`config.mk`:
```
export PLATFORM = sky130hd
export DESIGN_NAME = blink_rtc_timer
export DESIGN_NICKNAME = d
export VERILOG_FILES = /design/src/rtl/blink_pkg.sv /design/src/rtl/blink_modn_counter.sv /design/src/rtl/blink_rtc_timer.sv
export SDC_FILE = /design/constraint.sdc
export NUM_CORES = 1
export LEC_CHECK = 0
export BUFFER_PORTS_ARGS = -buffer_cell sky130_fd_sc_hd__buf_2
export CORE_MARGIN = 5
export CORE_UTILIZATION = 50
export DETAILED_ROUTE_END_ITERATION = 6
export PLACE_DENSITY = 0.68
export SETUP_SLACK_MARGIN = 0.02
export SLEW_MARGIN = 10
export SYNTH_ARGS = -nofsm -noshare
export SYNTH_HDL_FRONTEND = slang
export SYNTH_HIERARCHICAL = 1
export SYNTH_SLANG_ARGS = --single-unit
```
`constraint.sdc`:
```
create_clock -name mck -period 5.8 [get_ports mck]
set_clock_uncertainty 0.15 [all_clocks]
set_input_delay 1.16 -clock mck [delete_from_list [all_inputs] [get_ports mck]]
set_output_delay 1.16 -clock mck [all_outputs]
set_load 0.03 [all_outputs]
```
`src/rtl/blink_pkg.sv`:
```
// ============================================================================
// Module : blink_pkg
// Brief  : Shared IO map, status bit indices and width helper for the Blink RTC
// Rev    : 1.0  initial release
// ============================================================================
`default_nettype none

package blink_pkg;

    localparam logic [7:0] TACK = 8'hB4;
    localparam logic [7:0] TMK  = 8'hB5;
    localparam logic [7:0] TIM0 = 8'hD0;
    localparam logic [7:0] TIM1 = 8'hD1;
    localparam logic [7:0] TIM2 = 8'hD2;
    localparam logic [7:0] TIM3 = 8'hD3;
    localparam logic [7:0] TIM4 = 8'hD4;

    localparam int TS_TICK = 0;
    localparam int TS_SEC  = 1;
    localparam int TS_MIN  = 2;
    localparam int TS_ALM  = 3;

    // Bits needed to hold 0..n-1, never less than one.
    function automatic int cnt_width(input int n);
        return (n <= 2) ? 1 : $clog2(n);
    endfunction

endpackage

`default_nettype wire

```
`src/rtl/blink_modn_counter.sv`:
```
// ============================================================================
// Module : blink_modn_counter
// Brief  : Enabled modulo-MOD counter with synchronous clear and wrap carry
// Rev    : 1.0  initial release
// ============================================================================
`default_nettype none

module blink_modn_counter #(
    parameter int W   = 8,
    parameter int MOD = 256
) (
    input  logic         clk,
    input  logic         rst,
    input  logic         i_clr,
    input  logic         i_en,
    output logic [W-1:0] o_count,
    output logic         o_carry
);

    localparam logic [W-1:0] c_LAST = W'(MOD - 1);

    logic [W-1:0] r_count;
    logic         w_at_last;

    assign w_at_last = (r_count == c_LAST);
    assign o_carry   = i_en & w_at_last;
    assign o_count   = r_count;

    always_ff @(posedge clk) begin
        if (rst || i_clr) begin
            r_count <= '0;
        end else if (i_en) begin
            r_count <= w_at_last ? '0 : r_count + W'(1);
        end
    end

endmodule

`default_nettype wire

```
`src/rtl/blink_rtc_timer.sv`:
```
// ============================================================================
// Module : blink_rtc_timer
// Brief  : Tick/second/minute RTC with minute alarm, sticky status and IRQ
// Rev    : 1.0  initial release
// ============================================================================
`default_nettype none

module blink_rtc_timer #(
    parameter int         CLK_DIV  = 49152,
    parameter int         TICKS    = 200,
    parameter int         SECS     = 60,
    parameter int         MIN_W    = 21,
    parameter logic [7:0] ALM_BASE = 8'hD8
) (
    input  logic       mck,
    input  logic       rin,
    input  logic       restim,
    input  logic       gie,
    input  logic       io_wr,
    input  logic       io_rd,
    input  logic [7:0] io_addr,
    input  logic [7:0] io_wdata,
    output logic [7:0] io_rdata,
    output logic       io_hit,
    output logic [3:0] tsta,
    output logic       irq
);

    import blink_pkg::*;

    localparam int c_PW  = cnt_width(CLK_DIV);
    localparam int c_T0W = cnt_width(TICKS);
    localparam int c_T1W = cnt_width(SECS);
    localparam logic [c_PW-1:0] c_PLAST = c_PW'(CLK_DIV - 1);

    logic [c_PW-1:0]  w_pcnt;
    logic [c_T0W-1:0] w_tim0;
    logic [c_T1W-1:0] w_tim1;
    logic             w_pcarry, w_tick, w_sec_ev, w_min_ev, w_alm_ev;
    logic [MIN_W-1:0] w_timm_inc;
    logic [3:0]       w_tsta_set, w_ack, w_tsta_next;
    logic [7:0]       w_rd_mux;
    logic             w_rd_hit;

    logic [MIN_W-1:0] r_timm, r_alm, r_snap_timm;
    logic [c_T1W-1:0] r_snap_tim1;
    logic             r_alm_en, r_irq, r_hit;
    logic [3:0]       r_tsta, r_tmk;
    logic [7:0]       r_rdata;

    blink_modn_counter #(.W(c_PW), .MOD(CLK_DIV)) u_presc (
        .clk(mck), .rst(rin), .i_clr(restim), .i_en(1'b1),
        .o_count(w_pcnt), .o_carry(w_pcarry)
    );

    assign w_tick = w_pcarry & ~restim;

    blink_modn_counter #(.W(c_T0W), .MOD(TICKS)) u_tim0 (
        .clk(mck), .rst(rin), .i_clr(restim), .i_en(w_tick),
        .o_count(w_tim0), .o_carry(w_sec_ev)
    );

    blink_modn_counter #(.W(c_T1W), .MOD(SECS)) u_tim1 (
        .clk(mck), .rst(rin), .i_clr(restim), .i_en(w_sec_ev),
        .o_count(w_tim1), .o_carry(w_min_ev)
    );

    assign w_timm_inc = r_timm + MIN_W'(1);
    assign w_alm_ev   = w_min_ev & r_alm_en & (w_timm_inc == r_alm);

    // A set event in the same cycle as an acknowledge keeps the bit.
    always_comb begin
        w_tsta_set          = 4'b0000;
        w_tsta_set[TS_TICK] = w_tick;
        w_tsta_set[TS_SEC]  = w_sec_ev;
        w_tsta_set[TS_MIN]  = w_min_ev;
        w_tsta_set[TS_ALM]  = w_alm_ev;
        w_ack               = (io_wr && io_addr == TACK) ? io_wdata[3:0] : 4'b0000;
        w_tsta_next         = restim ? 4'b0000 : ((r_tsta & ~w_ack) | w_tsta_set);
    end

    always_comb begin
        w_rd_mux = 8'h00;
        w_rd_hit = 1'b1;
        case (io_addr)
            TMK:              w_rd_mux = {4'b0000, r_tsta};
            TIM0:             w_rd_mux = 8'(w_tim0);
            TIM1:             w_rd_mux = 8'(r_snap_tim1);
            TIM2:             w_rd_mux = r_snap_timm[7:0];
            TIM3:             w_rd_mux = r_snap_timm[15:8];
            TIM4:             w_rd_mux = 8'(r_snap_timm[MIN_W-1:16]);
            ALM_BASE:         w_rd_mux = r_alm[7:0];
            ALM_BASE + 8'd1:  w_rd_mux = r_alm[15:8];
            ALM_BASE + 8'd2:  w_rd_mux = {r_alm_en, 7'(r_alm[MIN_W-1:16])};
            default:          w_rd_hit = 1'b0;
        endcase
    end

    always_ff @(posedge mck) begin
        if (rin) begin
            r_timm      <= '0;
            r_tsta      <= '0;
            r_tmk       <= '0;
            r_alm       <= '0;
            r_alm_en    <= 1'b0;
            r_snap_timm <= '0;
            r_snap_tim1 <= '0;
            r_rdata     <= '0;
            r_hit       <= 1'b0;
            r_irq       <= 1'b0;
        end else begin
            if (restim) begin
                r_timm <= '0;
            end else if (w_min_ev) begin
                r_timm <= w_timm_inc;
            end
            r_tsta <= w_tsta_next;
            r_irq  <= gie & |(w_tsta_next & r_tmk);

            if (io_wr) begin
                if (io_addr == TMK)               r_tmk       <= io_wdata[3:0];
                if (io_addr == ALM_BASE)          r_alm[7:0]  <= io_wdata;
                if (io_addr == ALM_BASE + 8'd1)   r_alm[15:8] <= io_wdata;
                if (io_addr == ALM_BASE + 8'd2) begin
                    r_alm[MIN_W-1:16] <= io_wdata[MIN_W-17:0];
                    r_alm_en          <= io_wdata[7];
                end
            end

            // Reads see pre-write values; a TIM0 read freezes the upper fields.
            if (io_rd) begin
                r_rdata <= w_rd_mux;
                r_hit   <= w_rd_hit;
                if (io_addr == TIM0) begin
                    r_snap_timm <= r_timm;
                    r_snap_tim1 <= w_tim1;
                end
            end else begin
                r_rdata <= 8'h00;
                r_hit   <= 1'b0;
            end
        end
    end

    // Bit 7 of ALM_BASE+2 carries alm_en, so the upper alarm field must fit below it.
    always_ff @(posedge mck) begin
        if (!rin) begin
            assert (MIN_W >= 17 && MIN_W <= 23)
                else $error("blink_rtc_timer: MIN_W must be in 17..23");
            assert (w_pcarry == (w_pcnt == c_PLAST))
                else $error("blink_rtc_timer: prescaler carry inconsistent");
        end
    end

    assign io_rdata = r_rdata;
    assign io_hit   = r_hit;
    assign tsta     = r_tsta;
    assign irq      = r_irq;

endmodule

`default_nettype wire

```
==> results of run 1 <==
[worst max-delay path, cell delays in order (launching register included)]
cell and delay, ns:
dfxtp_1 0.35, ha_1 0.17, and3_1 0.29, nand3_4 0.13
nor3_1 0.40, nor2b_1 0.46, and3_2 0.31, and3_1 0.36
nand2_1 0.16, nor2_1 0.15, buf_4 0.26, nand4_1 0.12
nor4_1 0.31, nand3_1 0.13, or4_1 0.53, a211oi_2 0.21
[stage by stage]
| stage | std cells | area [um^2] | hold slack [ns] | total power, W | utilization [%] |
|---|---|---|---|---|---|
| 2_1_floorplan | 699 | 5850 | 0.283 | 0.000857 | - |
| 3_3_place_gp | 840 | 6030 | 0.292 | 0.000875 | 52.8 |
| 3_5_place_dp | 840 | 6030 | 0.298 | 0.000876 | 52.8 |
| 4_1_cts | 870 | 6570 | 0.304 | 0.00184 | 57.5 |
| 5_1_grt | 870 | 6570 | 0.325 | 0.00189 | 57.5 |
| 6_report | 870 | 6570 | 0.301 | 0.00183 | 57.5 |
[routing by layer]
layer	GRT usage, %	vias to the layer above
met4	10.8	0
li1	-	2447
met1	29.1	2401
met3	5.43	36
met2	36.5	173
met5	0	-
[cell type report]
class | count | area (um^2)
timing repair buffer | 41 | 220
tap | 143 | 179
clock buffer | 26 | 499
clock inverter | 4 | 45.0
multi-input combinational | 531 | 3240
fill | 1014 | 4850
inverter | 7 | 26.3
sequential | 118 | 2360
[synthesized netlist by cell type (all sizes together) (5+ instances only)]
library cell	number	area [um^2]
a21oi	78	402
a22oi	6	45.0
a31oi	5	31.3
and3	6	38.8
buf	17	128
clkbuf	26	98.8
dfxtp	118	2360
ha	5	62.6
inv	7	26.3
mux2i	8	80.1
mux4	6	135
nand2	126	473
nand3	47	253
nand4	20	174
nor2	55	211
nor3	18	105
nor4	9	105
o21ai	15	75.1
or3	8	50.1
xnor2	43	377
xor2	29	254
[how the worst max path moves through the flow]
stage | depth (start not counted) | start | slack [ns] | endpoint
after floorplan | 11 | restim | 1.85 | irq
after global placement | 15 | u_presc/o_count[0] | 1.40 | irq
after detailed placement | 15 | u_presc/o_count[0] | 1.26 | irq
after CTS | 15 | u_presc/o_count[0] | 1.24 | irq
after global routing | 15 | u_presc/o_count[1] | 0.84 | irq
final | 15 | u_presc/o_count[0] | 1.23 | irq
[kinds of logic after synthesis]
kind of cell	after synthesis	share of synthesized area [%]
other	1	0.0642
flip-flops	118	40.5
AO/OA/AOI/OAI	118	11.7
multiplexers	16	4.07
XOR/XNOR	72	10.8
AND/OR/NAND/NOR	315	27.6
adder cells (fa/ha/maj)	5	1.07
buffers and inverters	50	4.33
[power groups by stage]
stage / clock network, W / logic, W / registers (W)
2_1_floorplan: 0 / 0.0000276 / 0.000830
5_1_grt: 0.00102 / 0.0000511 / 0.000812
6_report: 0.000967 / 0.0000463 / 0.000813
4_1_cts: 0.000982 / 0.0000462 / 0.000813
3_5_place_dp: 0 / 0.0000460 / 0.000830
3_3_place_gp: 0 / 0.0000454 / 0.000830
[state kept, by name (all words and copies together) (netlist names)]
name / count
r_alm: 21
r_snap_timm: 21
r_timm: 21
u_presc/o_count: 16
io_rdata: 8
u_tim0/o_count: 8
r_snap_tim1: 6
u_tim1/o_count: 6
r_tmk: 4
tsta: 4
io_hit: 1
irq: 1
r_alm_en: 1
==> impl_metrics.yaml, run 1 <==
critical_path:
  required_ns: 5.98
  arrival_ns: 4.76
  r2r_start: "u_presc/o_count[0]"
  worstPathMaxFanout: 18
  startpoint_type: "flop"
  r2r_cells: 15
  regToRegSetupSlack_ns: 1.23
  endpoint_kind: "flop"
  crit_type: "reg2reg"
  reg2reg_to: "irq"
final_layout:
  final_cell_mix: "nand2_1, dfxtp_1, a21oi_1"
  synthToLayoutAreaGrowth_pct: 12.5
  drive_above_1_share_pct: 14.2
  fin_nets: 743
  diodes: 0
  final_common_cell: "nand2_1"
cts:
  cts_setup_buffers: 0
  clkLatencyLatePin_ns: 0.41
  cts_buffers: 17
  cts_hold_buf: 0
  max-clock-path-buffers: 2
  cts_root_buf: "clkbuf_16"
  path_clk_slew_ns: 0.05
  htreeDepth: 4
  cts_num_sinks: 118
  cts_tree: "done"
  ctsResizeCount: 0
grt:
  grt_pass1_vias: 4932
  grt_overflow_total: 0
  antenna_found_initial: 0
  grt_pass1_wl_um: 25700
  grt.total_usage_pct: 22.9
  grt_max_degree: 65
floorplan:
  dieArea_um2: 13900
  start_util_pct: 51.1
  ios: 36
  die_x_um: 118
  core_um2: 11400
  fp.dieH_um: 118
  row_count: 39
timing:
  setup_viol: 0
  finalSetupTns_ns: 0
  maxSlewHeadroom_pct: 23.4
  fmax_mhz: 219
  hold_viol: 0
  finalCritPeriodShare_pct: 78.9
  slew_viol_final: 0
  worstMarginPinSlew_ns: 1.15
  rsz0062_at_grt: "no"
  layout_min_cycle_time_ns: 4.57
  worst_slack_ns: 1.23
yosys:
  ys_types: 62
  synth_cells: 695
  yosys_warnings: 6
  syn-cell-area_um2: 5840
  ys_seq_area_share_pct: 40.5
  ys_ff_latch: 118
  synth_flop_cell: "dfxtp_1"
  post_synth.cell_area_avg_um2: 8.40
  async_reset_ff_share_pct: 0
  synth-edff-count: 0
run:
  cap_violations: 0
status:
  status: "complete, no violations"
power:
  ir_drop_mv: 0.222
  power_density_nw_per_um2: 278
  power_frac_seq_pct: 44.5
  switching_power_w: 0.000375
  power_frac_clock_pct: 52.9
  internal-power_w: 0.00145
  p_sw_share_pct: 20.5
  pwr-share-comb_pct: 2.5
  p_leak_nw: 2.22
drt:
  routed_wl_um: 15400
  num_vias: 5057
  route.met2.wl_um: 7460
  routed-wl-met3_um: 1170
  vias_per_cell: 5.81
  met1_length_um: 6330
  antenna_left: 0
  routed.top_layer: "met4"
  drtIter0Drc: 422
  routedWlPerCell_um: 17.7
  drc_errors: 0
  dr.pass1.iters: 5
hold_path:
  whs_path_depth: 2
  hold_class: "reg2reg"
  worstHoldEndpoint: "r_snap_timm[9]"
  hp-start: "r_snap_timm[9]"
placement:
  place_hpwl_um: 11100
  gp_congestion: 0.922
  port_buffers: 35
  dp_slack_ns: 1.26
Power figures use the tool's default switching activity.
==> inputs of run 2 (changes only) <==
==> constraint.sdc (replaced) <==
create_clock -name mck -period 4.7 [get_ports mck]
set_clock_uncertainty 0.15 [all_clocks]
set_input_delay 0.94 -clock mck [delete_from_list [all_inputs] [get_ports mck]]
set_output_delay 0.94 -clock mck [all_outputs]
set_load 0.03 [all_outputs]
==> run 2 against run 1 <==
  * Sequential power up 23%
  * Flip-flop and latch count unchanged
  * Combinational power up 30%
  * Worst hold slack better by 0.0034 ns
  * Final cell count up 0.57%
  * Power up 30%
  * Highest routed layer unchanged
==> impl_metrics.yaml, run 2 (synthesis gave the netlist of run 1 again) <==
cts:
  cts_hold_buf: 0
  cts_num_sinks: 118
  ctsResizeCount: 0
  cts_setup_buffers: 0
  cts_tree: "done"
  max-clock-path-buffers: 2
  cts_root_buf: "clkbuf_16"
  htreeDepth: 4
  cts_buffers: 17
  clkLatencyLatePin_ns: 0.42
  path_clk_slew_ns: 0.05
hold_path:
  worstHoldEndpoint: "r_snap_tim1[1]"
  hold_class: "reg2reg"
  whs_path_depth: 2
  hp-start: "r_snap_tim1[1]"
timing:
  hold_viol: 0
  worst_slack_ns: 0.632
  fmax_mhz: 246
  finalCritPeriodShare_pct: 86.6
  layout_min_cycle_time_ns: 4.07
  worstMarginPinSlew_ns: 1.15
  rsz0062_at_grt: "no"
  finalSetupTns_ns: 0
  maxSlewHeadroom_pct: 23.0
  slew_viol_final: 0
  setup_viol: 0
grt:
  grt.total_usage_pct: 23.0
  grt_pass1_wl_um: 25900
  grt_max_degree: 34
  antenna_found_initial: 0
  grt_overflow_total: 0
  grt_pass1_vias: 4900
floorplan:
  core_um2: 11400
  ios: 36
  dieArea_um2: 13900
  start_util_pct: 51.1
  die_x_um: 118
  fp.dieH_um: 118
  row_count: 39
drt:
  antenna_left: 0
  routed_wl_um: 15700
  vias_per_cell: 5.87
  drc_errors: 0
  num_vias: 5134
  dr.pass1.iters: 5
  drtIter0Drc: 336
  routedWlPerCell_um: 18.0
critical_path:
  cp-startpoint: "u_presc/o_count[0]"
  reg2reg_to: "irq"
  crit_type: "reg2reg"
  endpoint_kind: "flop"
  r2r_start: "u_presc/o_count[0]"
  arrival_ns: 4.26
  worstPathMaxFanout: 7
  r2r_cells: 15
  required_ns: 4.89
  startpoint_type: "flop"
  regToRegSetupSlack_ns: 0.63
placement:
  dp_slack_ns: 0.723
  place_hpwl_um: 11300
  port_buffers: 35
  place_area_um2: 6060
  gp_congestion: 0.923
final_layout:
  fillers: 1063
  fin_nets: 747
  diodes: 0
  reg.largest.list: "r_alm x21, r_snap_timm x21, r_timm x21"
  multi_input_area_um2: 3240
  final_cell_mix: "nand2_1, dfxtp_1, a21oi_1"
  drive_above_1_share_pct: 15.2
  seqCellArea_um2: 2360
  final_common_cell: "nand2_1"
  finish.instance_area_um2: 6660
  synthToLayoutAreaGrowth_pct: 14.0
power:
  p_leak_nw: 2.26
  power_density_nw_per_um2: 356
  power.total_w: 0.00237
  ir_drop_mv: 0.259
status:
  status: "complete, no violations"
run:
  cap_violations: 0
==> run 2: changes by cell type in the layout (fill, tap and decap cells not counted) <==
| cell | previous run | this run |
|---|---|---|
| buf_4 | 6 | 10 |
| clkbuf_1 | 5 | 2 |
| bufinv_16 | 1 | 3 |
| clkinvlp_4 | 0 | 2 |
| clkbuf_8 | 4 | 3 |
| clkinv_2 | 3 | 4 |
==> run 2: through the flow <==
step	hold slack, ns	cells	util (%)
global placement	0.291	844	53.0
floorplan	0.283	699	-
CTS	0.304	875	58.3
detailed placement	0.298	844	53.0
finish	0.304	875	58.3
global route	0.321	875	58.3
==> run 2: layout make-up <==
type | instances | share of cell area (%)
clock buffers | 22 | 7.12
multi-input cells | 531 | 48.7
flip-flops and latches | 118 | 35.5
well taps | 143 | 2.69
inverters | 7 | 0.395
repair buffers | 45 | 3.76
clock inverters | 9 | 1.88
==> run 2: critical path, stage by stage (launching register included) <==
cell and delay (ns):
dfxtp_1 0.35, ha_1 0.18, and3_1 0.34, nand3_4 0.15, nor3_1 0.30, nor2b_1 0.18
buf_4 0.16, and3_2 0.21, and3_1 0.35, nand2_1 0.15, nor2_1 0.20, nand4_1 0.11
nor4_1 0.28, nand3_1 0.12, or4_1 0.54, a211oi_2 0.22
==> run 2: power by group <==
group | switching (W) | internal, W
clock | 0.000437 | 0.000867
combinational | 0.0000436 | 0.0000165
sequential | 0.000000811 | 0.00100
==> run 2: how the worst max path moves through the flow <==
stage	end	slack, ns	depth (start not counted)
after floorplan	irq	0.77	15
after global placement	irq	0.88	15
after detailed placement	irq	0.72	15
after CTS	irq	0.67	15
after global routing	irq	0.19	15
final	irq	0.63	15
==> run 2: metal layers <==
layer,track usage [%],part of all wire (%),wire [um],vias up
met3,5.38,5.9,920,37
met2,36.4,48,7550,169
met4,10.8,3.5,546,0
li1,-,-,-,2457
met5,0,0,0,-
met1,29.6,43,6700,2471
